**config.mk**
```make
export PLATFORM = sky130hd
export DESIGN_NAME = uart_tx
export DESIGN_NICKNAME = d
export VERILOG_FILES = /design/src/rtl/uart_pkg.sv /design/src/rtl/uart_tx_fifo.sv /design/src/rtl/uart_tx.sv
export SDC_FILE = /design/constraint.sdc
export NUM_CORES = 1
export LEC_CHECK = 0
export CAP_MARGIN = 20
export CORE_UTILIZATION = 59
export DETAILED_ROUTE_END_ITERATION = 8
export PLACE_DENSITY = 0.86
export SLEW_MARGIN = 5
export SYNTH_ARGS = -nofsm -noshare
export SYNTH_HDL_FRONTEND = slang
export SYNTH_SLANG_ARGS = --single-unit
```
**constraint.sdc**
```tcl
create_clock -name clk_in -period 5.2 [get_ports clk_in]
set_input_delay 1.04 -clock clk_in [delete_from_list [all_inputs] [get_ports clk_in]]
set_output_delay 1.04 -clock clk_in [all_outputs]
set_load 0.02 [all_outputs]
```
**src/rtl/uart_pkg.sv**
```systemverilog
// Shared definitions for the UART transmit and receive paths on the Bridge device bus.
package uart_pkg;

   localparam logic [1:0] REG_DATA   = 2'd0;
   localparam logic [1:0] REG_STATUS = 2'd1;
   localparam logic [1:0] REG_DIV    = 2'd2;
   localparam logic [1:0] REG_CTRL   = 2'd3;

   localparam int STAT_BUSY      = 0;
   localparam int STAT_FULL      = 1;
   localparam int STAT_EMPTY     = 2;
   localparam int STAT_OVERRUN   = 3;
   localparam int STAT_COUNT_LSB = 4;

   localparam logic [15:0] DIV_MIN = 16'd2;

   typedef enum logic [1:0] {
      ST_IDLE  = 2'd0,
      ST_START = 2'd1,
      ST_DATA  = 2'd2,
      ST_STOP  = 2'd3
   } tx_state_e;

   // A divisor below two cannot hold a bit long enough to reload the counter.
   function automatic logic [15:0] clamp_div(input logic [15:0] value);
      return (value < DIV_MIN) ? DIV_MIN : value;
   endfunction

endpackage

```
**src/rtl/uart_tx_fifo.sv**
```systemverilog
// Byte FIFO for the UART transmitter; fullness and emptiness are judged on the
// pre-edge count, so a push into a full FIFO is dropped even if a pop happens on that edge.
module uart_tx_fifo #(
   parameter int DEPTH = 8,
   parameter int AW    = $clog2(DEPTH)
) (
   input  logic          clk,
   input  logic          rst_n,
   input  logic          push,
   input  logic          pop,
   input  logic [7:0]    din,
   output logic [7:0]    dout,
   output logic          full,
   output logic          empty,
   output logic [AW:0]   count
);

   localparam logic [AW:0] FULL_CNT = (AW + 1)'(DEPTH);

   logic [7:0]    mem_r [DEPTH];
   logic [AW-1:0] wr_ptr_r;
   logic [AW-1:0] rd_ptr_r;
   logic [AW:0]   count_r;
   logic          push_ok_s;
   logic          pop_ok_s;

   assign full      = (count_r == FULL_CNT);
   assign empty     = (count_r == '0);
   assign count     = count_r;
   assign dout      = mem_r[rd_ptr_r];
   assign push_ok_s = push && !full;
   assign pop_ok_s  = pop && !empty;

   // Storage array; no reset needed since contents are only read behind the count.
   always_ff @(posedge clk) begin
      if (push_ok_s) begin
         mem_r[wr_ptr_r] <= din;
      end
   end

   // Pointers wrap naturally because DEPTH is a power of two.
   always_ff @(posedge clk) begin
      if (!rst_n) begin
         wr_ptr_r <= '0;
         rd_ptr_r <= '0;
         count_r  <= '0;
      end else begin
         if (push_ok_s) begin
            wr_ptr_r <= wr_ptr_r + AW'(1'b1);
         end
         if (pop_ok_s) begin
            rd_ptr_r <= rd_ptr_r + AW'(1'b1);
         end
         case ({push_ok_s, pop_ok_s})
            2'b10:   count_r <= count_r + (AW + 1)'(1'b1);
            2'b01:   count_r <= count_r - (AW + 1)'(1'b1);
            default: count_r <= count_r;
         endcase
      end
   end

endmodule

```
**src/rtl/uart_tx.sv**
```systemverilog
// Bus-mapped 8N1 UART transmitter: byte FIFO, programmable baud divisor and
// a level interrupt raised once every queued byte has left the wire.
module uart_tx
   import uart_pkg::*;
#(
   parameter int          FIFO_DEPTH = 8,
   parameter logic [15:0] DIV_RESET  = 16'd217
) (
   input  logic        clk_in,
   input  logic        sys_rstn,
   input  logic        TX_WE,
   input  logic [31:0] TX_Addr,
   input  logic [31:0] TX_WriteData,
   output logic [31:0] TX_ReadData,
   output logic        TX_IRQ,
   output logic        uart_txd
);

   localparam int CW = $clog2(FIFO_DEPTH) + 1;

   tx_state_e    state_r;
   logic [7:0]   shift_r;
   logic [2:0]   bit_idx_r;
   logic [15:0]  bit_cnt_r;
   logic         txd_r;
   logic         irq_r;
   logic [15:0]  div_r;
   logic         ie_r;
   logic         overrun_r;

   logic [1:0]   reg_sel_s;
   logic         push_s;
   logic         pop_s;
   logic [7:0]   fifo_dout_s;
   logic         fifo_full_s;
   logic         fifo_empty_s;
   logic [CW-1:0] fifo_count_s;
   logic [31:0]  rd_data_s;
   logic         unused_s;

   assign reg_sel_s   = TX_Addr[3:2];
   assign push_s      = TX_WE && (reg_sel_s == REG_DATA);
   assign uart_txd    = txd_r;
   assign TX_IRQ      = irq_r;
   assign TX_ReadData = rd_data_s;
   assign unused_s    = ^{TX_Addr[31:4], TX_Addr[1:0], TX_WriteData[31:16]};

   uart_tx_fifo #(
      .DEPTH (FIFO_DEPTH)
   ) u_fifo (
      .clk   (clk_in),
      .rst_n (sys_rstn),
      .push  (push_s),
      .pop   (pop_s),
      .din   (TX_WriteData[7:0]),
      .dout  (fifo_dout_s),
      .full  (fifo_full_s),
      .empty (fifo_empty_s),
      .count (fifo_count_s)
   );

   // Pop request: from IDLE, or at the end of a stop bit so frames run back to back.
   always_comb begin
      pop_s = 1'b0;
      case (state_r)
         ST_IDLE: pop_s = !fifo_empty_s;
         ST_STOP: begin
            if (bit_cnt_r == 16'd0) begin
               pop_s = !fifo_empty_s;
            end else begin
               pop_s = 1'b0;
            end
         end
         default: pop_s = 1'b0;
      endcase
   end

   // Serialiser FSM; DIV is sampled on every bit-counter reload.
   always_ff @(posedge clk_in) begin
      if (!sys_rstn) begin
         state_r   <= ST_IDLE;
         shift_r   <= 8'd0;
         bit_idx_r <= 3'd0;
         bit_cnt_r <= 16'd0;
         txd_r     <= 1'b1;
      end else begin
         case (state_r)
            ST_IDLE: begin
               txd_r <= 1'b1;
               if (pop_s) begin
                  shift_r   <= fifo_dout_s;
                  bit_cnt_r <= div_r - 16'd1;
                  txd_r     <= 1'b0;
                  state_r   <= ST_START;
               end
            end
            ST_START: begin
               if (bit_cnt_r == 16'd0) begin
                  state_r   <= ST_DATA;
                  bit_idx_r <= 3'd0;
                  txd_r     <= shift_r[0];
                  bit_cnt_r <= div_r - 16'd1;
               end else begin
                  bit_cnt_r <= bit_cnt_r - 16'd1;
               end
            end
            ST_DATA: begin
               if (bit_cnt_r == 16'd0) begin
                  bit_cnt_r <= div_r - 16'd1;
                  if (bit_idx_r == 3'd7) begin
                     state_r <= ST_STOP;
                     txd_r   <= 1'b1;
                  end else begin
                     bit_idx_r <= bit_idx_r + 3'd1;
                     txd_r     <= shift_r[1];
                     shift_r   <= {1'b0, shift_r[7:1]};
                  end
               end else begin
                  bit_cnt_r <= bit_cnt_r - 16'd1;
               end
            end
            ST_STOP: begin
               if (bit_cnt_r == 16'd0) begin
                  if (pop_s) begin
                     shift_r   <= fifo_dout_s;
                     bit_cnt_r <= div_r - 16'd1;
                     txd_r     <= 1'b0;
                     state_r   <= ST_START;
                  end else begin
                     txd_r   <= 1'b1;
                     state_r <= ST_IDLE;
                  end
               end else begin
                  bit_cnt_r <= bit_cnt_r - 16'd1;
               end
            end
            default: begin
               state_r <= ST_IDLE;
               txd_r   <= 1'b1;
            end
         endcase
      end
   end

   // Control/status registers and the registered interrupt.
   always_ff @(posedge clk_in) begin
      if (!sys_rstn) begin
         div_r     <= DIV_RESET;
         ie_r      <= 1'b0;
         overrun_r <= 1'b0;
         irq_r     <= 1'b0;
      end else begin
         if (TX_WE) begin
            case (reg_sel_s)
               REG_DATA: begin
                  if (fifo_full_s) begin
                     overrun_r <= 1'b1;
                  end
               end
               REG_STATUS: overrun_r <= 1'b0;
               REG_DIV:    div_r     <= clamp_div(TX_WriteData[15:0]);
               REG_CTRL:   ie_r      <= TX_WriteData[0];
               default:    overrun_r <= overrun_r;
            endcase
         end
         irq_r <= ie_r && fifo_empty_s && (state_r == ST_IDLE);
      end
   end

   // Combinational register read for the Bridge.
   always_comb begin
      rd_data_s = 32'd0;
      case (reg_sel_s)
         REG_STATUS: begin
            rd_data_s[STAT_BUSY]                = (state_r != ST_IDLE);
            rd_data_s[STAT_FULL]                = fifo_full_s;
            rd_data_s[STAT_EMPTY]               = fifo_empty_s;
            rd_data_s[STAT_OVERRUN]             = overrun_r;
            rd_data_s[STAT_COUNT_LSB +: CW]     = fifo_count_s;
         end
         REG_DIV:  rd_data_s = {16'd0, div_r};
         REG_CTRL: rd_data_s = {31'd0, ie_r};
         default:  rd_data_s = 32'd0;
      endcase
   end

endmodule
```
==> impl_metrics.json <==
{
  "type_of_destination_of_the_critical_path": "primary output",
  "ys.flop_type": "edfxtp_1",
  "dr_total_vias": 5387,
  "drv.max_cap_violation_count": 0,
  "post_drt_via_cell_ratio": 6.51,
  "post_route_cells_drive_above_1_share": 0.0990,
  "postLayoutCoreUtil": 0.687,
  "fin_cells": 827,
  "routed_wire_length_mm": 16.0,
  "worst-endpoint-arrival_ps": 3290,
  "die_x_um": 107,
  "holdWs_ps": 460,
  "ctsHoldBuffers": 0,
  "placed_cells_incl_taps": 794,
  "post-layout-total-power_mw": 3.86,
  "synth_async_sr_flop_share": 0,
  "slew_violations": 0,
  "synth-warning-count": 0,
  "area_growth_syn_to_layout_pct": 13.8,
  "period_minus_slack_ps": 4330,
  "cts_tree": "built",
  "synthDominantAreaCellType": "edfxtp_1",
  "seq_area_frac_synth": 0.484,
  "num-fill-cells": 741,
  "status": "complete, no violations",
  "nets": 755,
  "timing.critical_path.slowest_cell_delay_ps": 770,
  "timing.final.hold_violations": 0,
  "antenna_found_initial": 0,
  "numPortBuffers": 38,
  "floorplan.initialDensity": 0.603,
  "max_slew.worst_pin.slew_ps": 1020,
  "vdd_ir_drop_max_mv": 0.335,
  "placement_rows": 38,
  "finalCritPeriodShare": 0.832,
  "layout_setup_ws_ps": 873,
  "post_cts.resized_instances": 0,
  "post-dp-hpwl_mm": 10.5,
  "crit_fanout": 17,
  "grt_start_max_net_pins": 39,
  "ys_ff_latch": 126,
  "netlist_instances": 645,
  "worstPathBufferInverterCount": 3,
  "h_tree_lvl_count": 4,
  "synth_enable_flop_cells": 64,
  "design.die.area_sq_mm": 0.0115,
  "hold_class": "flop to flop",
  "number_of_global_route_vias_before_repair": 4908,
  "antenna_cells": 0,
  "synth.most_common_cell": "nand2_1",
  "timing_worst_setup_path_type": "input port to primary output",
  "setup.worst_path.start_class": "input port",
  "synthesis.area_per_instance_sq_um": 10.1,
  "setup_tns_ps": 0,
  "clock_transition_at_the_register_clock_pins_on_the_worst_setup_and_hold_paths_after_cts_ps": 70,
  "tritoncts_num_sinks": 126,
  "slowest_cell_on_crit_path": "nor2_1",
  "ys_top_cells_by_area": "edfxtp_1 29%, dfxtp_1 19%, mux4_2 5.5%",
  "place_ws_ps": 933,
  "global_route.usage.total": 0.290,
  "post-route-cell-area_sq_mm": 0.00744,
  "max_freq_mhz": 231,
  "crit_path_cell_trace": "clkdlybuf4s50_1 > inv_1 > nor2_1 > a22o_1 > clkdlybuf4s50_1",
  "place_area_sq_mm": 0.00690,
  "post_drt_wl_per_cell_um": 19.4,
  "finalSetupViolCount": 0,
  "die_y_um": 107,
  "clock_insertion_delay_worst_skew_ps": 540,
  "cts-root-buf": "clkbuf_8",
  "netlist_top_cells_count": "81 x nand2_1, 64 x edfxtp_1, 62 x dfxtp_1, 46 x nor2_1, 41 x a21oi_1",
  "cts_setup_buffers": 0,
  "netlist.area_leader.share": 0.294,
  "netlist_area_sq_mm": 0.00654,
  "cts_inserted_buffers": 17,
  "first_iter_violations": 528,
  "detailedRoute.firstPassIterationCount": 5,
  "grt_pass1_wl_mm": 25.1,
  "detail_route.drc_violations": 0,
  "path_common_cell": "clkdlybuf4s50_1",
  "max_slew_headroom_at_the_worst_pin": 0.319,
  "regToRegSetupSlack_ps": 1540,
  "core-area_sq_mm": 0.0108,
  "grt.overflow.total": 0,
  "setup_repair_after_global_routing_missed_its_margin": "no",
  "critPathRequiredTime_ps": 4160,
  "timing.critical_path.max_delay_family": "buffers and inverters",
  "synth_cell_types": 63,
  "finClkSkew_ps": 16.4,
  "place.gp.congestion": 0.896,
  "max-clock-path-buffers": 2,
  "leakagePower_nw": 2.58,
  "drtAntennaViolNets": 0,
  "power_per_cell_area_mw_per_mm2": 518,
  "pin_count": 101
}
==> cell type report <==
class / count / area, sq um / share of cell area
clock buffers: 18 / 418 / 0.0562
well taps: 140 / 175 / 0.0235
clock inverters: 14 / 106 / 0.0143
multi-input cells: 461 / 3030 / 0.407
flip-flops and latches: 126 / 3160 / 0.425
inverters: 17 / 63.8 / 0.00857
repair buffers: 51 / 485 / 0.0652
==> state kept, by name (all words and copies together), names as in the netlist, 3 cells and up, named ones only <==
register         cells
bit_cnt_r           16
bit_idx_r            3
div_r               16
shift_r              8
u_fifo.count         4
u_fifo.mem_r        64
u_fifo.rd_ptr_r      3
u_fifo.wr_ptr_r      3
==> worst register-to-register path: cells and delay by family (launching register included) <==
| family | cells | cell delay [ps] |
|---|---|---|
| AND/OR/NAND/NOR | 3 | 1060 |
| adder cells (fa/ha/maj) | 3 | 790 |
| buffers and inverters | 3 | 620 |
| AO/OA/AOI/OAI | 3 | 420 |
| flip-flops | 1 | 370 |
| XOR/XNOR | 2 | 350 |
==> cells in the final DEF (no fill, tap or decap), drive strengths merged, types with 9 or more instances in the layout <==
cell type / count
clkbuf: 18
nor2: 46
xnor2: 13
nor4: 9
conb: 16
clkdlybuf4s50: 38
mux2i: 16
a21oi: 41
nor3: 16
dfxtp: 62
edfxtp: 64
a211oi: 10
inv: 22
and2: 10
ha: 14
xor2: 13
nand2: 81
nand3: 23
buf: 13
o21ai: 35
mux4: 16
==> metal layers <==
metal / wire, um / global-route usage
met5: 0 / 0
met1: 6080 / 0.367
met4: 463 / 0.115
met2: 7790 / 0.480
met3: 1710 / 0.0714
==> final timing paths <==
path | cells past startpoint | start | endpoint
worst max register to register | 14 | bit_cnt_r[0] | u_fifo.count[2]
worst min-delay path | 2 | shift_r[2] | shift_r[2]
worst min register to register | 2 | shift_r[2] | shift_r[2]
worst max-delay path | 5 | TX_Addr[3] | TX_ReadData[2]
==> power breakdown <==
group	total (mW)	switching [mW]	leakage [nW]	internal (mW)
Combinational	1.56	0.961	1.24	0.596
Clock	1.05	0.457	0.252	0.591
Sequential	1.25	0.108	1.08	1.14
==> logic make-up after synthesis <==
logic type | Yosys count | synth area share
AOI/OAI and AO/OA | 146 | 0.145
xor gates and xnor gates | 26 | 0.0348
adders and majority gates | 14 | 0.0268
buffers and inverters | 73 | 0.0614
DFF | 126 | 0.484
muxes | 32 | 0.0796
other | 1 | 0.000574
and+or+nand+nor | 227 | 0.168
No activity file was read; power rests on OpenSTA's default activity.
